**src/rtl/rasterizer_depth_test_writeback.sv**
```systemverilog
`default_nettype none
// ============================================================================
// Module   : rasterizer_depth_test_writeback
// Purpose  : Buffers fetched fragments, runs the depth test and writes colour
//            and depth words for passing fragments over an Avalon-MM master.
// Revision : 1.0 - initial release
// ============================================================================
module rasterizer_depth_test_writeback #(
    parameter int FIFO_DEPTH = 8,
    parameter int SKID       = 4,
    parameter int PASS_EQUAL = 0
) (
    input  logic        clock,
    input  logic        reset,
    input  logic        input_valid,
    input  logic [25:0] addr_in,
    input  logic [23:0] color_in,
    input  logic [31:0] old_depth_in,
    input  logic [31:0] new_depth_in,
    input  logic        done_in,
    output logic        stall_out,
    output logic        done_out,
    output logic [25:0] master_address,
    output logic        master_read,
    output logic        master_write,
    output logic [3:0]  master_byteenable,
    output logic [31:0] master_writedata,
    input  logic        master_waitrequest,
    output logic [31:0] pass_count,
    output logic [31:0] fail_count,
    output logic        overflow
);

    localparam int              c_AW     = $clog2(FIFO_DEPTH);
    localparam int              c_EW     = 115;
    localparam logic [c_AW:0]   c_FULL   = (c_AW + 1)'(FIFO_DEPTH);
    localparam logic [c_AW:0]   c_THRESH = (c_AW + 1)'(FIFO_DEPTH - SKID);

    typedef enum logic [1:0] {
        S_IDLE     = 2'd0,
        S_WR_COLOR = 2'd1,
        S_WR_DEPTH = 2'd2,
        S_DONE     = 2'd3
    } state_t;

    logic [c_EW-1:0] r_mem [FIFO_DEPTH];
    logic [c_AW-1:0] r_wr_ptr;
    logic [c_AW-1:0] r_rd_ptr;
    logic [c_AW:0]   r_count;
    logic            r_stall;
    logic            r_overflow;

    state_t          r_state;
    logic [25:0]     r_addr;
    logic [31:0]     r_new_depth;
    logic            r_done;
    logic            r_done_out;
    logic            r_mwrite;
    logic [25:0]     r_maddr;
    logic [31:0]     r_mdata;
    logic [31:0]     r_pass_count;
    logic [31:0]     r_fail_count;

    logic            w_full;
    logic            w_empty;
    logic            w_push;
    logic            w_pop;
    logic [c_EW-1:0] w_head;
    logic            w_head_done;
    logic [31:0]     w_head_new;
    logic [31:0]     w_head_old;
    logic [23:0]     w_head_color;
    logic [25:0]     w_head_addr;
    logic            w_pass;
    logic [c_AW:0]   w_count_next;

    assign w_full       = (r_count == c_FULL);
    assign w_empty      = (r_count == '0);
    assign w_push       = input_valid && !w_full;
    assign w_pop        = (r_state == S_IDLE) && !w_empty;
    assign w_count_next = r_count + (c_AW + 1)'(w_push) - (c_AW + 1)'(w_pop);

    assign w_head       = r_mem[r_rd_ptr];
    assign w_head_done  = w_head[114];
    assign w_head_new   = w_head[113:82];
    assign w_head_old   = w_head[81:50];
    assign w_head_color = w_head[49:26];
    assign w_head_addr  = w_head[25:0];

    // Unsigned compare; equality only passes when the instance is built for it
    assign w_pass = (w_head_new < w_head_old) ||
                    ((PASS_EQUAL != 0) && (w_head_new == w_head_old));

    always_ff @(posedge clock) begin
        if (w_push) begin
            r_mem[r_wr_ptr] <= {done_in, new_depth_in, old_depth_in, color_in, addr_in};
        end
    end

    always_ff @(posedge clock) begin
        if (reset) begin
            r_wr_ptr   <= '0;
            r_rd_ptr   <= '0;
            r_count    <= '0;
            r_stall    <= 1'b1;
            r_overflow <= 1'b0;
        end else begin
            if (w_push) begin
                r_wr_ptr <= r_wr_ptr + c_AW'(1);
            end
            if (w_pop) begin
                r_rd_ptr <= r_rd_ptr + c_AW'(1);
            end
            if (input_valid && w_full) begin
                r_overflow <= 1'b1;
            end
            r_count <= w_count_next;
            r_stall <= (w_count_next >= c_THRESH);
        end
    end

    always_ff @(posedge clock) begin
        if (reset) begin
            r_state      <= S_IDLE;
            r_addr       <= '0;
            r_new_depth  <= '0;
            r_done       <= 1'b0;
            r_done_out   <= 1'b0;
            r_mwrite     <= 1'b0;
            r_maddr      <= '0;
            r_mdata      <= '0;
            r_pass_count <= '0;
            r_fail_count <= '0;
        end else begin
            r_done_out <= 1'b0;
            case (r_state)
                S_IDLE: begin
                    if (w_pop) begin
                        r_addr      <= w_head_addr;
                        r_new_depth <= w_head_new;
                        r_done      <= w_head_done;
                        if (w_pass) begin
                            r_pass_count <= r_pass_count + 32'd1;
                            r_mwrite     <= 1'b1;
                            r_maddr      <= w_head_addr;
                            r_mdata      <= {8'h00, w_head_color};
                            r_state      <= S_WR_COLOR;
                        end else begin
                            r_fail_count <= r_fail_count + 32'd1;
                            if (w_head_done) begin
                                r_done_out <= 1'b1;
                                r_state    <= S_DONE;
                            end
                        end
                    end
                end
                S_WR_COLOR: begin
                    if (!master_waitrequest) begin
                        r_maddr <= r_addr + 26'd4;
                        r_mdata <= r_new_depth;
                        r_state <= S_WR_DEPTH;
                    end
                end
                S_WR_DEPTH: begin
                    if (!master_waitrequest) begin
                        r_mwrite <= 1'b0;
                        r_maddr  <= '0;
                        r_mdata  <= '0;
                        if (r_done) begin
                            r_done_out <= 1'b1;
                            r_state    <= S_DONE;
                        end else begin
                            r_state <= S_IDLE;
                        end
                    end
                end
                S_DONE: begin
                    r_state <= S_IDLE;
                end
                default: begin
                    r_state <= S_IDLE;
                end
            endcase
        end
    end

    assign stall_out         = r_stall;
    assign done_out          = r_done_out;
    assign master_address    = r_maddr;
    assign master_read       = 1'b0;
    assign master_write      = r_mwrite;
    assign master_byteenable = {4{r_mwrite}};
    assign master_writedata  = r_mdata;
    assign pass_count        = r_pass_count;
    assign fail_count        = r_fail_count;
    assign overflow          = r_overflow;

endmodule
`default_nettype wire

```
**config.mk**
```make
export PLATFORM = sky130hd
export DESIGN_NAME = rasterizer_depth_test_writeback
export DESIGN_NICKNAME = d
export VERILOG_FILES = /design/src/rtl/rasterizer_depth_test_writeback.sv
export SDC_FILE = /design/constraint.sdc
export NUM_CORES = 1
export LEC_CHECK = 0
export CORE_ASPECT_RATIO = 0.5
export CORE_UTILIZATION = 45
export CTS_CLUSTER_SIZE = 16
export DETAILED_ROUTE_END_ITERATION = 12
export HOLD_SLACK_MARGIN = 0.02
export PLACE_DENSITY = 0.65
export SKIP_LAST_GASP = 1
export SLEW_MARGIN = 5
export SYNTH_ARGS = -nofsm -noshare
export SYNTH_HDL_FRONTEND = slang
export SYNTH_SLANG_ARGS = --single-unit
```
**constraint.sdc**
```tcl
create_clock -name clock -period 25.9 [get_ports clock]
set_input_delay 5.18 -clock clock [delete_from_list [all_inputs] [get_ports clock]]
set_output_delay 5.18 -clock clock [all_outputs]
set_load 0.02 [all_outputs]
```
==> run summary <==
Outcome: finished, final reports clean
Pwr Total: 5110 uW
Routed len/inst: 24.6 um
CP max FO: 56
Final Slew Violations: 0
Final setup fails: 0
Slew HR: 22.4%
First-pass GRT wire length: 159000 um
Post-CTS Hold Fix Bufs: 0
CP max-delay cell: buf_4
Total CTS buffers: 99
Tot GR Track Use: 21.3%
Setup crit end kind: flop
Yosys cell types: 68
Min Tclk post-route: 8.30 ns
Total congestion overflow: 0
Leak: 0.0168 uW
Die area: 100000 um2
H-tree depth: 3
Initial DRC Count: 2074
IO Count: 250
Crit path DAT: 8.61 ns
Critical path, cell by cell: clkdlybuf4s50_1 > and2_1 > nand2b_1 > nor2_4 > buf_4 > buf_4
Setup Fix Bufs, Post-CTS: 0
Top sig layer: met5
Power Density: 99.1 nW/um2
Proportion of layout cells with a drive suffix above 1: 14.6%
Worst slew pin tran: 1.16 ns
Via-to-Cell Ratio: 5.80
Final instance area: 51600 um2
CP Launch Point: input_valid
Setup TNS: 0 ns
Filler cells: 7837
Min-delay worst type: flop to flop
Met2 wire len: 51000 um
# clock sinks: 1120
Maxcap violations: 0
R2r worst-path depth: 14
Routed length on met1: 47600 um
Synthesized Nets: 2857
Pre-CTS setup slack: 16.87 ns
Clk Latency, worst-skew pair: 0.71 ns
Area growth from synthesis to layout: 15.7%
Placer Congestion: 0.802
Flop-to-flop setup slack: 19.10 ns
Worst setup SP type: input port
Half-perimeter wire length after detailed placement: 63200 um
Initial Utilization: 45.5%
Max Fclk: 0.120 GHz
Antenna viol nets, final: 0
Post-synth ARST share: 0%
Port buffer count: 248
Synthesized area per cell: 16.6 um2
Root Buffer: clkbuf_16
Hold_ws: 0.451 ns
Synth warnings: 0
Die Wd: 447 um
Worst setup margin: 17.60 ns
CTS tree: done
CP dominant cell by count: buf_4
Post-CTS Resized: 0
Vias in the first global route: 24700
Cell Area, Synth: 44600 um2
DR pass1 iterations: 5
Largest net degree at the start of global routing: 104
Req. time, crit path: 26.20 ns
Core area: 97900 um2
CP Class: input port to flop
Tcrit/Tclk final: 32.1%
Placed instance area: 48400 um2
# nets final: 3086
Worst Skew: 0.0407 ns
Ys flop type: edfxtp_1
Worst Hold Launch: r_addr[0]$_SDFFE_PP0P_
Hold violation count in the final report: 0
Max stage delay on crit path: 0.86 ns
Row Count: 81
Reg2reg end: master_address[1]$_SDFFE_PP0P_
Hold path depth: 2
Post-synthesis sequential area ratio: 71.0%
Post-route DRC: 0
Metal3 WL: 6210 um
Total routed wirelength: 107000 um
Clock-pin slew on the worst setup and hold paths: 0.06 ns
Post-synth EDFFs: 920
#FFs+latches synth: 1120
RSZ-0062 raised after global routing: no
Die extent in y: 224 um
Mapped Cells: 2691
Hold path endpoint: r_addr[0]$_SDFFE_PP0P_
Via count: 25100
CTS max path bufs: 3
Initial antenna violation count: 7
Maximum VDD drop: 0.0969 mV
## power breakdown
part	total [uW]	internal, uW	switching, uW
combinational	1490	561	926
clock	1430	771	656
sequential	2190	2100	94.2
## cell usage after synthesis (6+ instances only)
cell type / instances / area (um2)
edfxtp_1: 920 / 27600
nand2_1: 244 / 916
mux4_2: 215 / 4840
dfxtp_1: 200 / 4000
a21oi_1: 160 / 801
clkbuf_1: 112 / 420
nand3_1: 106 / 531
mux2i_1: 102 / 1020
nor2_1: 71 / 267
o21ai_0: 65 / 325
ha_1: 46 / 576
a211oi_1: 34 / 255
o31ai_1: 34 / 255
or4_1: 32 / 240
buf_2: 30 / 150
inv_1: 29 / 109
nand4_1: 28 / 175
and3_1: 22 / 138
o21a_1: 20 / 150
a31oi_1: 17 / 106
xor2_1: 15 / 131
a22oi_1: 14 / 105
nor3_1: 14 / 70.1
nor2b_1: 11 / 68.8
xnor2_1: 11 / 96.3
and2_1: 10 / 62.6
buf_1: 10 / 37.5
or3_1: 10 / 62.6
and4_1: 9 / 78.8
mux2_2: 8 / 90.1
a21o_1: 7 / 52.6
buf_4: 7 / 52.6
nor4_1: 7 / 43.8
o311ai_0: 6 / 52.6
o41ai_1: 6 / 52.6
or2_2: 6 / 37.5
## kinds of logic after synthesis
family | Yosys count | synth area share (%)
simple gates | 589 | 6.51
compound gates | 391 | 5.49
fa+ha+maj | 47 | 1.34
other cells | 1 | 0.00842
buf+inv | 192 | 1.79
xor+xnor | 26 | 0.511
flops | 1120 | 71.0
mux | 325 | 13.4
## critical path: cells and delay by family
kind	cells	cell delay, ns
buffers and inverters	3	2.08
and+or+nand+nor	3	1.27
## worst max path at each step
stage / slack (ns) / end / depth (start not counted)
after floorplan: 11.91 / r_mem[0][0]$_DFFE_PP_ / 3
after global placement: 16.93 / r_mem[6][63]$_DFFE_PP_ / 6
after detailed placement: 16.87 / r_mem[4][75]$_DFFE_PP_ / 6
after CTS: 17.60 / r_mem[4][103]$_DFFE_PP_ / 6
after global routing: 17.47 / r_mem[4][103]$_DFFE_PP_ / 6
final: 17.60 / r_mem[6][65]$_DFFE_PP_ / 6
## layout make-up
cell class	count	area (um2)	share of cell area [%]
multi-input combinational	1379	12200	23.7
inverter	31	123	0.238
tap	1328	1660	3.22
sequential	1120	31600	61.4
antenna	6	15.0	0.0291
clock buffer	146	2830	5.49
timing repair buffer	289	2800	5.44
clock inverter	38	278	0.539
## layout by cell type, fill, tap and decap left out, types with 15 or more instances in the layout
cell	Yosys	routed
a211oi_1	34	34
a21oi_1	160	160
a31oi_1	17	17
and3_1	22	22
buf_4	7	40
clkbuf_1	112	33
clkbuf_16	0	102
clkdlybuf4s50_1	0	247
clkinv_1	2	15
dfxtp_1	200	197
edfxtp_1	920	920
ha_1	46	44
inv_1	29	29
mux2i_1	102	102
mux4_2	215	215
nand2_1	244	243
nand3_1	106	106
nand4_1	28	28
nor2_1	71	63
o21a_1	20	20
o21ai_0	65	65
o31ai_1	34	33
or4_1	32	32
xor2_1	15	15
## state kept, by name, summed over array words and instances, names as in the netlist, 2 cells and up, named ones only
| register | flops |
|---|---|
| r_count | 4 |
| master_address | 26 |
| r_wr_ptr | 3 |
| r_addr | 26 |
| master_writedata | 32 |
| pass_count | 32 |
| r_rd_ptr | 3 |
| r_new_depth | 32 |
| r_state | 2 |
| r_mem | 920 |
| fail_count | 32 |
## stage by stage
step	cells	utilization (%)
2_1_floorplan	2691	-
3_3_place_gp	4147	49.5
3_5_place_dp	4147	49.5
4_1_cts	4331	52.6
5_1_grt	4336	52.7
6_report	4337	52.7
## per-layer routing
layer	vias up	GRT usage, %
met5	-	0
met4	4	5.24
met3	136	3.42
met2	769	33.8
met1	13100	30.8
li1	11100	-
Power figures use the tool's default switching activity.
